--- src/rtl/cic_iq_decimator.sv ---
// Three-stage I/Q CIC decimator with a runtime power-of-two ratio, unity gain, round and saturate.
// Latency 4 clocks from the decimating in_valid to out_valid; there is no backpressure.
module cic_iq_decimator #(
    parameter int DSZ      = 16,
    parameter int N        = 3,
    parameter int MAX_LOG2 = 6
) (
    input  logic           clk,
    input  logic           reset,
    input  logic           in_valid,
    input  logic [DSZ-1:0] in_i,
    input  logic [DSZ-1:0] in_q,
    input  logic [2:0]     dec_log2,
    output logic           out_valid,
    output logic [DSZ-1:0] out_i,
    output logic [DSZ-1:0] out_q
);

    localparam int W  = DSZ + N * MAX_LOG2;
    localparam int SW = $clog2(N * MAX_LOG2 + 1);
    localparam logic signed [W:0] SAT_MAX = (W+1)'((2 ** (DSZ - 1)) - 1);
    localparam logic signed [W:0] SAT_MIN = -SAT_MAX - (W+1)'(1);

    function automatic logic [2:0] clamp_log2(input logic [2:0] v);
        if (v == 3'd0)
            return 3'd1;
        if (int'(v) > MAX_LOG2)
            return 3'(MAX_LOG2);
        return v;
    endfunction

    logic [W-1:0]          integ_q [2][N];
    logic [W-1:0]          comb_q  [2][N];
    logic [W-1:0]          dly_q   [2][N];
    logic [W-1:0]          s_q     [2];
    logic [N:0]            vld_q;
    logic [MAX_LOG2-1:0]   cnt_q;
    logic [2:0]            r_log2_q;
    logic [2:0]            r_out_q;

    logic [DSZ-1:0]        din     [2];
    logic [MAX_LOG2-1:0]   term_d;
    logic                  fire_d;
    logic [SW-1:0]         shamt_d;
    logic signed [W:0]     rnd_d   [2];
    logic signed [W:0]     shf_d   [2];
    logic [DSZ-1:0]        res_d   [2];

    assign din[0] = in_i;
    assign din[1] = in_q;

    always_comb begin
        term_d = ~({MAX_LOG2{1'b1}} << r_log2_q);
        fire_d = in_valid && (cnt_q == term_d);
    end

    // r_out_q holds the ratio of the period currently in the comb pipeline.
    always_comb begin
        shamt_d = SW'(N) * SW'(r_out_q);
        for (int ch = 0; ch < 2; ch++) begin
            rnd_d[ch] = $signed({comb_q[ch][N-1][W-1], comb_q[ch][N-1]})
                      + $signed((W+1)'(1) << (shamt_d - SW'(1)));
            shf_d[ch] = rnd_d[ch] >>> shamt_d;
            if (shf_d[ch] > SAT_MAX)
                res_d[ch] = SAT_MAX[DSZ-1:0];
            else if (shf_d[ch] < SAT_MIN)
                res_d[ch] = SAT_MIN[DSZ-1:0];
            else
                res_d[ch] = shf_d[ch][DSZ-1:0];
        end
    end

    always_ff @(posedge clk) begin
        if (reset) begin
            cnt_q     <= '0;
            r_log2_q  <= clamp_log2(dec_log2);
            r_out_q   <= clamp_log2(dec_log2);
            vld_q     <= '0;
            out_valid <= 1'b0;
            out_i     <= '0;
            out_q     <= '0;
            for (int ch = 0; ch < 2; ch++) begin
                s_q[ch] <= '0;
                for (int k = 0; k < N; k++) begin
                    integ_q[ch][k] <= '0;
                    comb_q[ch][k]  <= '0;
                    dly_q[ch][k]   <= '0;
                end
            end
        end else begin
            vld_q     <= {vld_q[N-1:0], fire_d};
            out_valid <= vld_q[N];

            if (in_valid) begin
                cnt_q <= fire_d ? '0 : cnt_q + MAX_LOG2'(1);
                for (int ch = 0; ch < 2; ch++) begin
                    integ_q[ch][0] <= integ_q[ch][0] + W'($signed(din[ch]));
                    for (int k = 1; k < N; k++)
                        integ_q[ch][k] <= integ_q[ch][k] + integ_q[ch][k-1];
                end
            end

            if (fire_d) begin
                r_log2_q <= clamp_log2(dec_log2);
                r_out_q  <= r_log2_q;
                for (int ch = 0; ch < 2; ch++)
                    s_q[ch] <= integ_q[ch][N-1];
            end

            for (int ch = 0; ch < 2; ch++) begin
                if (vld_q[0]) begin
                    comb_q[ch][0] <= s_q[ch] - dly_q[ch][0];
                    dly_q[ch][0]  <= s_q[ch];
                end
                for (int k = 1; k < N; k++) begin
                    if (vld_q[k]) begin
                        comb_q[ch][k] <= comb_q[ch][k-1] - dly_q[ch][k];
                        dly_q[ch][k]  <= comb_q[ch][k-1];
                    end
                end
            end

            if (vld_q[N]) begin
                out_i <= res_d[0];
                out_q <= res_d[1];
            end
        end
    end

endmodule

--- config.mk ---
export PLATFORM = sky130hd
export DESIGN_NAME = cic_iq_decimator
export DESIGN_NICKNAME = d
export VERILOG_FILES = /design/src/rtl/cic_iq_decimator.sv
export SDC_FILE = /design/constraint.sdc
export NUM_CORES = 2
export LEC_CHECK = 0
export CAP_MARGIN = 20
export CORE_ASPECT_RATIO = 2
export CORE_UTILIZATION = 25
export DETAILED_ROUTE_END_ITERATION = 8
export PLACE_DENSITY = 0.52
export SYNTH_ARGS = -nofsm -noshare
export SYNTH_HDL_FRONTEND = slang
export SYNTH_SLANG_ARGS = --single-unit
--- constraint.sdc ---
create_clock -name clk -period 8.3 [get_ports clk]
set_input_delay 1.245 -clock clk [delete_from_list [all_inputs] [get_ports clk]]
set_output_delay 1.245 -clock clk [all_outputs]
set_load 0.005 [all_outputs]
==> metrics.yaml <==
htreeDepth: 3
crit_type: "flip-flop to flip-flop"
chipWidth_um: 328.9
hp-class: "flip-flop to flip-flop"
hold_violations: 0
finClkSkew_ns: 0.03347
swShare_pct: 30.57
outcome: "finished, violations left"
min_to: "out_q[15]"
coreArea_um2: 212000
period_needed_ns: 7.799
p_leak_nw: 24.25
postCtsHoldBufs: 0
violations: "design-rule violations"
first_pass_iters: 8
layout.nets: 6178
wl_um: 133400
yosysWarnings: 0
yosysSeqAreaShare_pct: 40.18
numCtsBuffers: 74
syn_inst: 5634
insertion_delay_ns: 0.65
p_int_mw: 7.396
vias: 40810
synth_top_area_share_pct: 38.56
hpwl_um: 104900
worst_slew_pin_slew_ns: 1.045
regArea_um2: 21460
root_buffer: "clkbuf_16"
worstHoldStart: "out_q[15]"
io_pins: 71
rows: 239
avgRoutedWirePerCell_um: 15.70
synth_cell_types: 103
die-area_um2: 215600
r2r_cells: 23
gp_congestion: 0.9091
setup_tns_ns: 0
r2r-end: "out_q[7]"
drive_above_1_share_pct: 6.183
design_area_um2: 60120
synth_area_leader_cell: "edfxtp_1"
start_util_pct: 25.19
hold_depth: 2
rsz0062_at_grt: "no"
powerDensity_nw_per_um2: 177.2
ant_nets: 0
grt_usage_pct: 12.13
critPathRequiredTime_ns: 8.86
postCtsSetupBuffers: 0
grt_pass1_vias: 41430
syn-num-nets: 6146
overflow: 0
synth_seq_cells: 729
clock_path_buffers: 3
final.period_utilization_pct: 93.96
fillers: 22070
clkTransAtPathRegs_ns: 0.06
synth_edf_count: 686
antenna_found_initial: 5
dpl_cell_area_um2: 57560
synth_area_um2: 53420
p_seq_share_pct: 41.3
p_switching_mw: 3.256
synth.avg_cell_area_um2: 9.481
ctsResizeCount: 0
slew_violations: 0
drt-initial-drc-count: 1780
grt_max_degree: 174
multiInputGateArea_um2: 29870
total_power_mw: 10.65
dp_slack_ns: 0.4840
async_flop_share_pct: 0
yosys-top-cells-area: "edfxtp_1 (39%), ha_1 (11%), nor2_1 (4.3%), and2_1 (3.7%), a21oi_1 (3.1%)"
combPwrFrac_pct: 25.6
ir_drop_mv: 0.1252
final_core_util_pct: 28.36
drc_errors: 8
drv_cap: 0
relSlewSlack_pct: 28.51
cp.arrival_ns: 8.36
vias_per_cell: 4.803
synthToLayoutAreaGrowth_pct: 12.55
setup_viol_count_final: 0
cp-end-kind: "flip-flop"
rrSetupSlack_ns: 0.50
startpoint_type: "flip-flop"
r2r_start: "r_out_q[1]"
fin_ws_ns: 0.5011
maxClockFrequency_mhz: 128.2
io_buffers: 70
clkPwrFrac_pct: 33.1
ys.flop_type: "edfxtp_1"
worstPathMaxFanout: 15
clock_sinks: 729
grt_pass1_wl_um: 212700
cts_tree: "built"
die_height_um: 655.7
[Yosys cell counts, types with 68 or more instances]
cell type,count
mux2i_1,71
nand2b_1,84
nor2b_1,68
xor2_1,163
a21oi_1,334
nor2_1,615
inv_1,370
ha_1,459
edfxtp_1,686
and3_1,69
o21ai_0,258
nand3_1,148
nor3_1,216
clkbuf_1,173
xnor2_1,177
and2_1,313
a21o_1,152
a211oi_1,105
nand2_1,308
[how the worst max path moves through the flow]
stage | end | slack, ns | startpoint | depth (start not counted)
after global placement | out_i[8] | 0.50 | r_out_q[1] | 26
after global routing | out_i[8] | 0.1 | r_out_q[1] | 26
after floorplan | out_q[12] | 0.15 | r_out_q[0] | 31
final | out_q[7] | 0.50 | r_out_q[1] | 23
after detailed placement | out_i[3] | 0.48 | r_out_q[1] | 26
after CTS | out_i[3] | 0.45 | r_out_q[1] | 26
[metrics by stage]
step / hold slack (ns) / cells
after floorplan: 0.4618 / 5634
after global placement: 0.4618 / 8360
after detailed placement: 0.4704 / 8360
after CTS: 0.4801 / 8495
after global routing: 0.5301 / 8497
final: 0.4770 / 8497
[state kept, by name, summed over array words and instances (netlist names), 3 cells and up]
register / cells
out_i: 16
integ_q: 204
out_q: 16
r_out_q: 3
cnt_q: 6
dly_q: 204
vld_q: 4
r_log2_q: 3
s_q: 68
comb_q: 204
[layout by cell type, fill, tap and decap left out, drive strengths merged, types with 164 or more instances in the layout]
cell type	instances
and2	313
xor2	164
ha	459
xnor2	177
o21ai	260
a21oi	336
inv	377
nor2	616
edfxtp	686
nand2	310
nor3	216
[power groups by stage]
stage          sequential (mW)  clock, mW  combinational, mW
5_1_grt                   4.42       3.78               3.05
6_report                  4.39       3.53               2.73
3_3_place_gp              4.47          0               2.69
3_5_place_dp              4.48          0               2.72
2_1_floorplan             4.42          0               2.09
4_1_cts                   4.40       3.67               2.73
[area by class of cell]
class                           count  area share, %
Clock buffer                       90          3.317
Antenna cell                        1       0.004162
Multi-Input combinational cell   4329          49.68
Tap cell                         2771          5.767
Timing Repair Buffer              159          2.322
Sequential cell                   729          35.69
Clock inverter                     45         0.8907
Inverter                          373          2.329
[cells by family after synthesis]
| family | count (synthesis) | synth area share (%) |
|---|---|---|
| DFF | 729 | 40.18 |
| muxes | 113 | 2.616 |
| AOI/OAI and AO/OA | 1363 | 17.24 |
| xor gates and xnor gates | 341 | 5.605 |
| adders and majority gates | 477 | 11.37 |
| and+or+nand+nor | 2035 | 18.90 |
| buffers and inverters | 576 | 4.092 |
[routing by layer]
| layer | up-vias | global-route usage [%] | wire length [µm] |
|---|---|---|---|
| met5 | - | 0 | 13 |
| met4 | 2 | 8.179 | 9351 |
| met3 | 281 | 1.209 | 3463 |
| met2 | 631 | 23.92 | 72230 |
| met1 | 19180 | 11.50 | 48360 |
| li1 | 20720 | - | - |
[critical path, cell delays in order, from the launching register on]
cell      delay (ns)
edfxtp_1        0.52
ha_1            0.27
fa_2            0.54
nand2b_1        0.28
nor3_1          0.39
nor2_1          0.14
and3_1          0.27
ha_1            0.30
a21o_1          0.11
a21oi_1         0.07
nand2b_1        0.20
o41a_1          0.36
a31oi_2         0.28
a21oi_1         0.17
o41ai_1         0.80
o221ai_1        0.30
xnor2_1         0.45
mux2i_1         0.20
mux4_2          0.58
a211oi_2        0.35
a31oi_1         0.11
a41o_1          0.26
a32o_1          0.45
a211oi_1        0.28
No activity file was read; power rests on OpenSTA's default activity.
